===== config.mk =====
export PLATFORM = sky130hd
export DESIGN_NAME = serial_adder
export DESIGN_NICKNAME = d
export VERILOG_FILES = /design/src/rtl/serial_adder_pkg.sv /design/src/rtl/full_adder.sv /design/src/rtl/serial_adder.sv
export SDC_FILE = /design/constraint.sdc
export NUM_CORES = 1
export LEC_CHECK = 0
export CORE_ASPECT_RATIO = 1.2
export CORE_MARGIN = 3
export CORE_UTILIZATION = 50
export CTS_BUF_LIST = sky130_fd_sc_hd__clkbuf_2 sky130_fd_sc_hd__clkbuf_4 sky130_fd_sc_hd__clkbuf_8
export CTS_CLUSTER_SIZE = 25
export DETAILED_ROUTE_END_ITERATION = 6
export PLACE_DENSITY = 0.75
export SYNTH_ARGS = -nofsm -noshare
export SYNTH_HDL_FRONTEND = slang
export SYNTH_SLANG_ARGS = --single-unit

===== constraint.sdc =====
create_clock -name clk -period 1.8 [get_ports clk]
set_clock_uncertainty 0.15 [all_clocks]
set_input_delay 0.36 -clock clk [delete_from_list [all_inputs] [get_ports clk]]
set_output_delay 0.36 -clock clk [all_outputs]
set_load 0.02 [all_outputs]

===== src/rtl/serial_adder_pkg.sv =====
// Shared definitions for the bit-serial arithmetic cells.
// The state encoding is shared so that a later serial subtractor
// presents the same debug view as the adder.
package serial_adder_pkg;

    typedef enum logic [1:0] {
        S_IDLE = 2'd0,
        S_RUN  = 2'd1,
        S_DONE = 2'd2
    } state_t;

endpackage


===== src/rtl/full_adder.sv =====
// One-bit full adder cell: the only arithmetic element of the serial adder.
module full_adder (
    input  logic x,
    input  logic y,
    input  logic z,
    output logic s,
    output logic c
);

    // Sum and majority carry of the three input bits.
    always_comb begin
        s = x ^ y ^ z;
        c = (x & y) | (x & z) | (y & z);
    end

endmodule


===== src/rtl/serial_adder.sv =====
// Bit-serial ripple adder: sum = a + b + cin, one bit per clock, LSB first,
// through a single full adder cell.
//
// Handshake: start is a request, sampled only while idle (busy=0, done=0);
// the request is accepted at the rising edge where start=1 in IDLE, and a/b/cin
// are captured at that same edge. busy is high for the WIDTH cycles of the
// computation. done is a one-cycle pulse marking sum/cout valid. sum/cout hold
// their value until the next result completes. start is ignored while busy or
// done is high; requests are never queued.
module serial_adder
    import serial_adder_pkg::*;
#(
    parameter int WIDTH = 8
) (
    input  logic             clk,
    input  logic             rst,
    input  logic             start,
    input  logic [WIDTH-1:0] a,
    input  logic [WIDTH-1:0] b,
    input  logic             cin,
    output logic             busy,
    output logic             done,
    output logic [WIDTH-1:0] sum,
    output logic             cout,
    output state_t           state_dbg
);

    localparam int CW = (WIDTH > 1) ? $clog2(WIDTH) : 1;
    localparam logic [CW-1:0] LAST = CW'(WIDTH - 1);

    state_t           state;
    state_t           state_next;
    logic [WIDTH-1:0] a_sh;
    logic [WIDTH-1:0] b_sh;
    logic [WIDTH-1:0] res_sh;
    logic [WIDTH-1:0] res_next;
    logic             carry;
    logic [CW-1:0]    count;
    logic             last_bit;
    logic             fa_s;
    logic             fa_c;

    full_adder u_fa (
        .x (a_sh[0]),
        .y (b_sh[0]),
        .z (carry),
        .s (fa_s),
        .c (fa_c)
    );

    assign res_next  = {fa_s, res_sh[WIDTH-1:1]};
    assign last_bit  = (count == LAST);
    assign state_dbg = state;

    // State register.
    always_ff @(posedge clk or posedge rst) begin
        if (rst) begin
            state <= S_IDLE;
        end else begin
            state <= state_next;
        end
    end

    // Next-state decode and handshake outputs.
    always_comb begin
        state_next = state;
        busy       = 1'b0;
        done       = 1'b0;
        case (state)
            S_IDLE: begin
                if (start) begin
                    state_next = S_RUN;
                end
            end
            S_RUN: begin
                busy = 1'b1;
                if (last_bit) begin
                    state_next = S_DONE;
                end
            end
            S_DONE: begin
                done       = 1'b1;
                state_next = S_IDLE;
            end
            default: begin
                state_next = S_IDLE;
            end
        endcase
    end

    // Operand/result shifting, carry and bit counter; result published on the last bit.
    always_ff @(posedge clk or posedge rst) begin
        if (rst) begin
            a_sh   <= '0;
            b_sh   <= '0;
            res_sh <= '0;
            carry  <= 1'b0;
            count  <= '0;
            sum    <= '0;
            cout   <= 1'b0;
        end else begin
            case (state)
                S_IDLE: begin
                    if (start) begin
                        a_sh  <= a;
                        b_sh  <= b;
                        carry <= cin;
                        count <= '0;
                    end
                end
                S_RUN: begin
                    a_sh   <= {1'b0, a_sh[WIDTH-1:1]};
                    b_sh   <= {1'b0, b_sh[WIDTH-1:1]};
                    res_sh <= res_next;
                    carry  <= fa_c;
                    if (last_bit) begin
                        sum  <= res_next;
                        cout <= fa_c;
                    end else begin
                        count <= count + CW'(1);
                    end
                end
                default: begin
                end
            endcase
        end
    end

endmodule


==> flow_summary_export.csv, run 1 <==
group,metric,value,unit
run,timing.max_cap.violations,0,
route,drtIter0Drc,27,
critical_path,cpMaxStageDelayCell,"clkdlybuf4s50_1",
timing,rsz0062_at_grt,"false",
clocking,cts.clk_slew.worst_paths,80,ps
route,drtPass1Iterations,4,
timing,finalSetupTns,0,ps
cells_and_area,num-nets-final,214,
critical_path,largest_fanout_on_the_critical_path,2,
clocking,cts.sink_count,38,
critical_path,cp_data_required_time,1290,ps
yosys,synth_top_cell_by_area,"dfrtp_1",
critical_path,crit_type,"reg -> out",
clocking,cts.htree.levels,2,
placement,gp_congestion,0.7670,
route,detail_route.drc_violations,0,
route,viasPerCell,5.598,
clocking,cts_tree,"done",
clocking,clk_latency,290,ps
timing,min_period_over_period,98.72,%
die,fp.coreArea,3453,um^2
timing,fmax,0.5628,GHz
cells_and_area,drive_above_1_share,20.83,%
route,antenna_left,0,
critical_path,path_cells,"clkdlybuf4s50_1",
critical_path,worstSetupStartpoint,"sum[7]",
global_route,grt_util_all_layers,18.08,%
cells_and_area,finish.instance_area,2374,um^2
min_path,min_path_type,"in -> async",
global_route,grt.overflow.total,0,
critical_path,worstSetupEndpointType,"output pin",
critical_path,cp_arrival,1270,ps
timing,max-slew-margin-rel,68.66,%
route,wl,3.612,mm
yosys,yosys_warnings,0,
yosys,mappedNetlistNets,177,
critical_path,r2r_start,"count[0]",
die,pin_count,33,
clocking,cts_root_buffer,"clkbuf_8",
die,row_count,23,
clocking,cts_inserted_buffers,5,
yosys,mean_instance_size_in_the_synthesized_netlist,12.00,um^2
global_route,antenna_found_initial,0,
power,power,3.974,mW
critical_path,kind_of_start_point_of_the_critical_path,"register",
die,die-height,72.60,um
route,route.vias.total,1282,
route,average_routed_wire_per_standard_cell,15.77,um
power,power_per_cell_area,1674,nW/um^2
clocking,cts_buffer_depth,2,
timing,pins_over_slew_limit,0,
clocking,quantity_of_hold_fixing_buffers_added_after_cts,0,
global_route,global_route_wire_length_before_repair,6.044,mm
placement,io_buffer_count,32,
timing,period_minus_slack,1777,ps
die,die_area,4465,um^2
yosys,ys_seq_area_share,51.46,%
global_route,grt_max_degree,39,
timing,worst_pin_slew,468.8,ps
outcome,outcome,"finished, final reports clean",
yosys,netlist_area,1848,um^2
yosys,yosysTopAreaCellShare,51.46,%
cells_and_area,final_util,68.73,%
placement,hpwl,2.541,mm
critical_path,worst_path_dominant_cell_family,"buffers and inverters",
die,floorplan.initialDensity,53.51,%
power,power.leakage,1.074,nW
critical_path,critPathBufInv,1,
yosys,netlist_instances,154,
critical_path,timing.critical_path.slowest_cell_delay,620,ps
power,worst_vdd_drop,897.9,uV
global_route,number_of_global_route_vias_before_repair,1321,
cells_and_area,n_antenna_cell,0,
yosys,synth-seq-cells,38,
yosys,synth_top_cells_by_area,"dfrtp_1 51%, mux2_2 9.7%, nor3b_1 5.3%",
yosys,synth.distinct_cells,28,
placement,detailed_place.area,2228,um^2
cells_and_area,flow.area_growth_from_synthesis,28.44,%
timing,timing.final.setup_violations,0,
timing,count_of_endpoints_failing_hold_in_the_final_timing_report,0,
die,die_x,61.50,um
-- path summary, 6_finish.rpt --
kind	slack (ps)	cells after the start	to
min reg2reg	330	1	a_sh[7]
min in group clk	330	1	a_sh[7]
max reg2reg	90	5	sum[2]
min	280	3	sum[1]
max in group asynchronous	1030	3	a_sh[3]
max	20	1	sum[7]
-- timing repair --
| action | in CTS | in global routing |
|---|---|---|
| gates resized for setup | 4 | 7 |
| endpoints found under the setup margin | 4 | 12 |
| buffers inserted | 0 | 1 |
-- Yosys cell counts --
cell       n
nor4bb_1   3
o21bai_4   1
fa_1       1
buf_4      3
buf_6      2
a211oi_1   7
nor3b_1   13
nor2_2     1
nand3b_1   2
nor2b_4    1
a222oi_1   2
a211o_1    3
a21oi_1    1
and3_1     3
buf_2      6
mux2_2    16
dfrtp_1   38
clkbuf_1   1
nand2_1    1
a21o_1     1
o221ai_1   1
ha_1       2
a221oi_1   6
nor4b_1    8
nand2b_1   2
nor2b_1    9
or2_0      1
inv_1     19
-- layer usage --
metal	part of all wire (%)	global-route usage, %	vias to the layer above
li1	-	-	618
met1	44	22.00	626
met2	50	29.92	30
met3	4.4	4.779	8
met4	2.1	7.075	0
met5	0	0	-
-- cell usage in the layout, fill, tap and decap left out, types with 2 or more instances in the layout --
cell,count
nor4b_1,8
nand3b_1,2
mux2_2,16
dfrtp_1,38
buf_12,2
dlymetal6s2s_1,2
clkbuf_2,2
dlygate4sd2_1,2
bufinv_16,2
a222oi_1,2
nor2b_1,9
nor3b_1,13
buf_4,8
a211oi_1,7
clkbuf_8,6
inv_1,19
a221oi_1,6
clkdlybuf4s50_1,26
and3_1,3
a211o_1,3
nor4bb_1,3
nand2b_1,2
-- logic make-up after synthesis --
| family | after synthesis | share of synthesized area [%] |
|---|---|---|
| flops | 38 | 51.46 |
| buf+inv | 31 | 8.124 |
| fa+ha+maj | 3 | 2.437 |
| mux | 16 | 9.749 |
| compound gates | 22 | 10.36 |
| simple gates | 44 | 17.87 |
-- registers in the layout (all words and copies together), names as in the netlist --
| name | cells |
|---|---|
| res_sh | 7 |
| carry | 1 |
| sum | 8 |
| b_sh | 8 |
| count | 3 |
| state_dbg | 2 |
| cout | 1 |
| a_sh | 8 |
-- layout make-up --
class / count / area, um^2
Multi-Input combinational cell: 85 / 749.5
Fill cell: 271 / 1080
Inverter: 19 / 71.32
Tap cell: 37 / 46.29
Clock inverter: 2 / 60.06
Timing Repair Buffer: 42 / 412.9
Sequential cell: 38 / 950.9
Clock buffer: 6 / 82.58
-- metrics by stage --
| stage | std cells | hold WS (ps) | setup WS [ps] |
|---|---|---|---|
| after global placement | 220 | 313.8 | 25.32 |
| after global routing | 229 | 288.3 | 2.243 |
| after floorplan | 154 | 300.8 | 53.03 |
| after CTS | 228 | 281.1 | 1.714 |
| after detailed placement | 220 | 320.1 | 14.97 |
| final | 229 | 276.3 | 23.05 |
-- report_power, final --
part	internal [mW]	switching, mW
registers	1.25	0.239
clock network	0.591	0.293
logic	0.848	0.750
total	2.69	1.28
Power figures use the tool's default switching activity.
==> run 2: changes to the inputs <==
--- a/config.mk
+++ b/config.mk
@@ -9,7 +9,6 @@
 export CORE_MARGIN = 3
 export CORE_UTILIZATION = 50
 export CTS_BUF_LIST = sky130_fd_sc_hd__clkbuf_2 sky130_fd_sc_hd__clkbuf_4 sky130_fd_sc_hd__clkbuf_8
-export CTS_CLUSTER_SIZE = 25
 export DETAILED_ROUTE_END_ITERATION = 6
 export PLACE_DENSITY = 0.75
 export SYNTH_ARGS = -nofsm -noshare
==> results of run 2 <==
The final DEF is identical to that of run 1; final timing and power are the same.
==> run 3: changes to the inputs <==
--- a/config.mk
+++ b/config.mk
@@ -7,10 +7,10 @@
 export LEC_CHECK = 0
 export CORE_ASPECT_RATIO = 1.2
 export CORE_MARGIN = 3
-export CORE_UTILIZATION = 50
+export CORE_UTILIZATION = 30
 export CTS_BUF_LIST = sky130_fd_sc_hd__clkbuf_2 sky130_fd_sc_hd__clkbuf_4 sky130_fd_sc_hd__clkbuf_8
 export DETAILED_ROUTE_END_ITERATION = 6
-export PLACE_DENSITY = 0.75
+export PLACE_DENSITY = 0.49
 export SYNTH_ARGS = -nofsm -noshare
 export SYNTH_HDL_FRONTEND = slang
 export SYNTH_SLANG_ARGS = --single-unit
==> flow_summary_export.csv, run 3 (synthesized netlist as in run 1, its figures left out) <==
group,metric,value,unit
critical_path,timing.critical_path.slowest_cell_delay,600,ps
timing,min_period_over_period,96.99,%
power,worst_vdd_drop,500.8,uV
critical_path,worst_path_dominant_cell_family,"buffers and inverters",
placement,dp_cell_count,264,
power,power_per_cell_area,1584,nW/um^2
global_route,antenna_found_initial,0,
critical_path,largest_fanout_on_the_critical_path,2,
clocking,cts_tree,"done",
timing,worst_pin_slew,499.9,ps
die,pin_count,33,
die,row_count,30,
cells_and_area,layout.cells.most_common_list,"38 x dfrtp_1, 24 x clkdlybuf4s50_1, 19 x inv_1",
timing,count_of_endpoints_failing_hold_in_the_final_timing_report,0,
cells_and_area,reg_top3,"a_sh x8, b_sh x8, sum x8",
timing,max-slew-margin-rel,66.59,%
outcome,outcome,"finished, final reports clean",
critical_path,critPathBufInv,1,
power,power.leakage,1.074,nW
cells_and_area,flow.area_growth_from_synthesis,29.45,%
route,wl,3.892,mm
global_route,grt_util_all_layers,11.66,%
critical_path,crit_type,"reg -> out",
global_route,grt.overflow.total,0,
placement,gp_congestion,0.7220,
route,viasPerCell,4.765,
placement,pre_cts_slack,-10.42,ps
route,average_routed_wire_per_standard_cell,14.31,um
run,timing.max_cap.violations,0,
cells_and_area,layout_commonest_cell,"dfrtp_1",
die,floorplan.initialDensity,31.76,%
critical_path,cpMaxStageDelayCell,"clkdlybuf4s50_1",
cells_and_area,area_of_the_multi_input_gates,747.0,um^2
die,die_area,7141,um^2
timing,finalHoldWorstSlack,267.0,ps
route,drtIter0Drc,44,
placement,hpwl,2.677,mm
clocking,clk_latency,290,ps
global_route,grt_max_degree,39,
global_route,number_of_global_route_vias_before_repair,1376,
timing,final_critical_path_setup_slack,54.26,ps
cells_and_area,fillCellCount,583,
clocking,cts.clk_slew.worst_paths,80,ps
timing,rsz0062_at_grt,"false",
cells_and_area,num-nets-final,214,
cells_and_area,drive_above_1_share,19.27,%
min_path,min_path_type,"in -> async",
die,die_x,77.65,um
timing,period_minus_slack,1746,ps
critical_path,cp_arrival,1240,ps
critical_path,kind_of_start_point_of_the_critical_path,"register",
clocking,cts_inserted_buffers,5,
route,route.vias.total,1296,
placement,io_buffer_count,32,
clocking,cts.sink_count,38,
route,detail_route.drc_violations,0,
cells_and_area,final_cell_count_no_fill,272,
cells_and_area,seqCellArea,950.9,um^2
clocking,quantity_of_hold_fixing_buffers_added_after_cts,0,
route,antenna_left,0,
clocking,cts_root_buffer,"clkbuf_8",
critical_path,cp_data_required_time,1290,ps
timing,fmax,0.5728,GHz
global_route,global_route_wire_length_before_repair,6.589,mm
die,die-height,91.98,um
timing,pins_over_slew_limit,0,
route,drtPass1Iterations,4,
timing,timing.final.setup_violations,0,
clocking,cts_buffer_depth,2,
critical_path,worstSetupEndpointType,"output pin",
cells_and_area,n_antenna_cell,0,
clocking,cts.htree.levels,2,
die,fp.coreArea,5818,um^2
critical_path,path_cells,"clkdlybuf4s50_1",
==> run 3: changes by cell type in the layout (fill, tap and decap cells not counted), moves of 2 or more <==
cell and change:
dlymetal6s2s_1 +2, clkbuf_2 -2, clkdlybuf4s50_1 -2, clkinv_2 +2
==> run 3: power breakdown <==
group          internal [mW]  leakage, nW  switching [mW]
combinational          0.840        0.580           0.754
clock                  0.408       0.0579           0.310
sequential              1.25        0.437           0.224
==> run 3: stage by stage <==
stage	power [mW]	utilization, %	cell area [um^2]	setup TNS [ps]
4_1_cts	3.858	40.92	2381	0
6_report	3.790	41.12	2392	0
3_5_place_dp	3.147	39.14	2277	-15.08
5_1_grt	4.079	41.12	2392	0
3_3_place_gp	3.086	39.14	2277	0
2_1_floorplan	2.619	-	1848	0
==> run 3: cell type report <==
cell class / instances / area share [%]
inverters: 19 / 2.981
repair buffers: 42 / 17.31
flip-flops and latches: 38 / 39.75
well taps: 80 / 4.184
clock inverters: 3 / 1.674
multi-input cells: 85 / 31.22
clock buffers: 5 / 2.877
==> run 3: path summary, 6_finish.rpt <==
path	start	endpoint	slack, ps	depth (start not counted)
worst max-delay path	sum[5]	sum[5]	50	1
worst min-delay path	rst	sum[1]	270	3
worst max register to register	count[0]	cout	110	5
worst min register to register	a_sh[7]	a_sh[7]	340	1
max in group asynchronous	rst	sum[6]	1040	3
min in group clk	a_sh[7]	a_sh[7]	340	1
==> run 3: metal layers <==
layer / GRT usage, % / part of all wire [%]
met1: 14.05 / 45
met2: 19.21 / 49
met3: 3.929 / 5.2
met4: 4.154 / 1.4
met5: 0 / 0
==> run 3: timing repair <==
action | CTS | global route
cloned | 0 | 0
endpoints found under the setup margin | 4 | 5
gates resized for setup | 4 | 5
setup buffers | 0 | 0
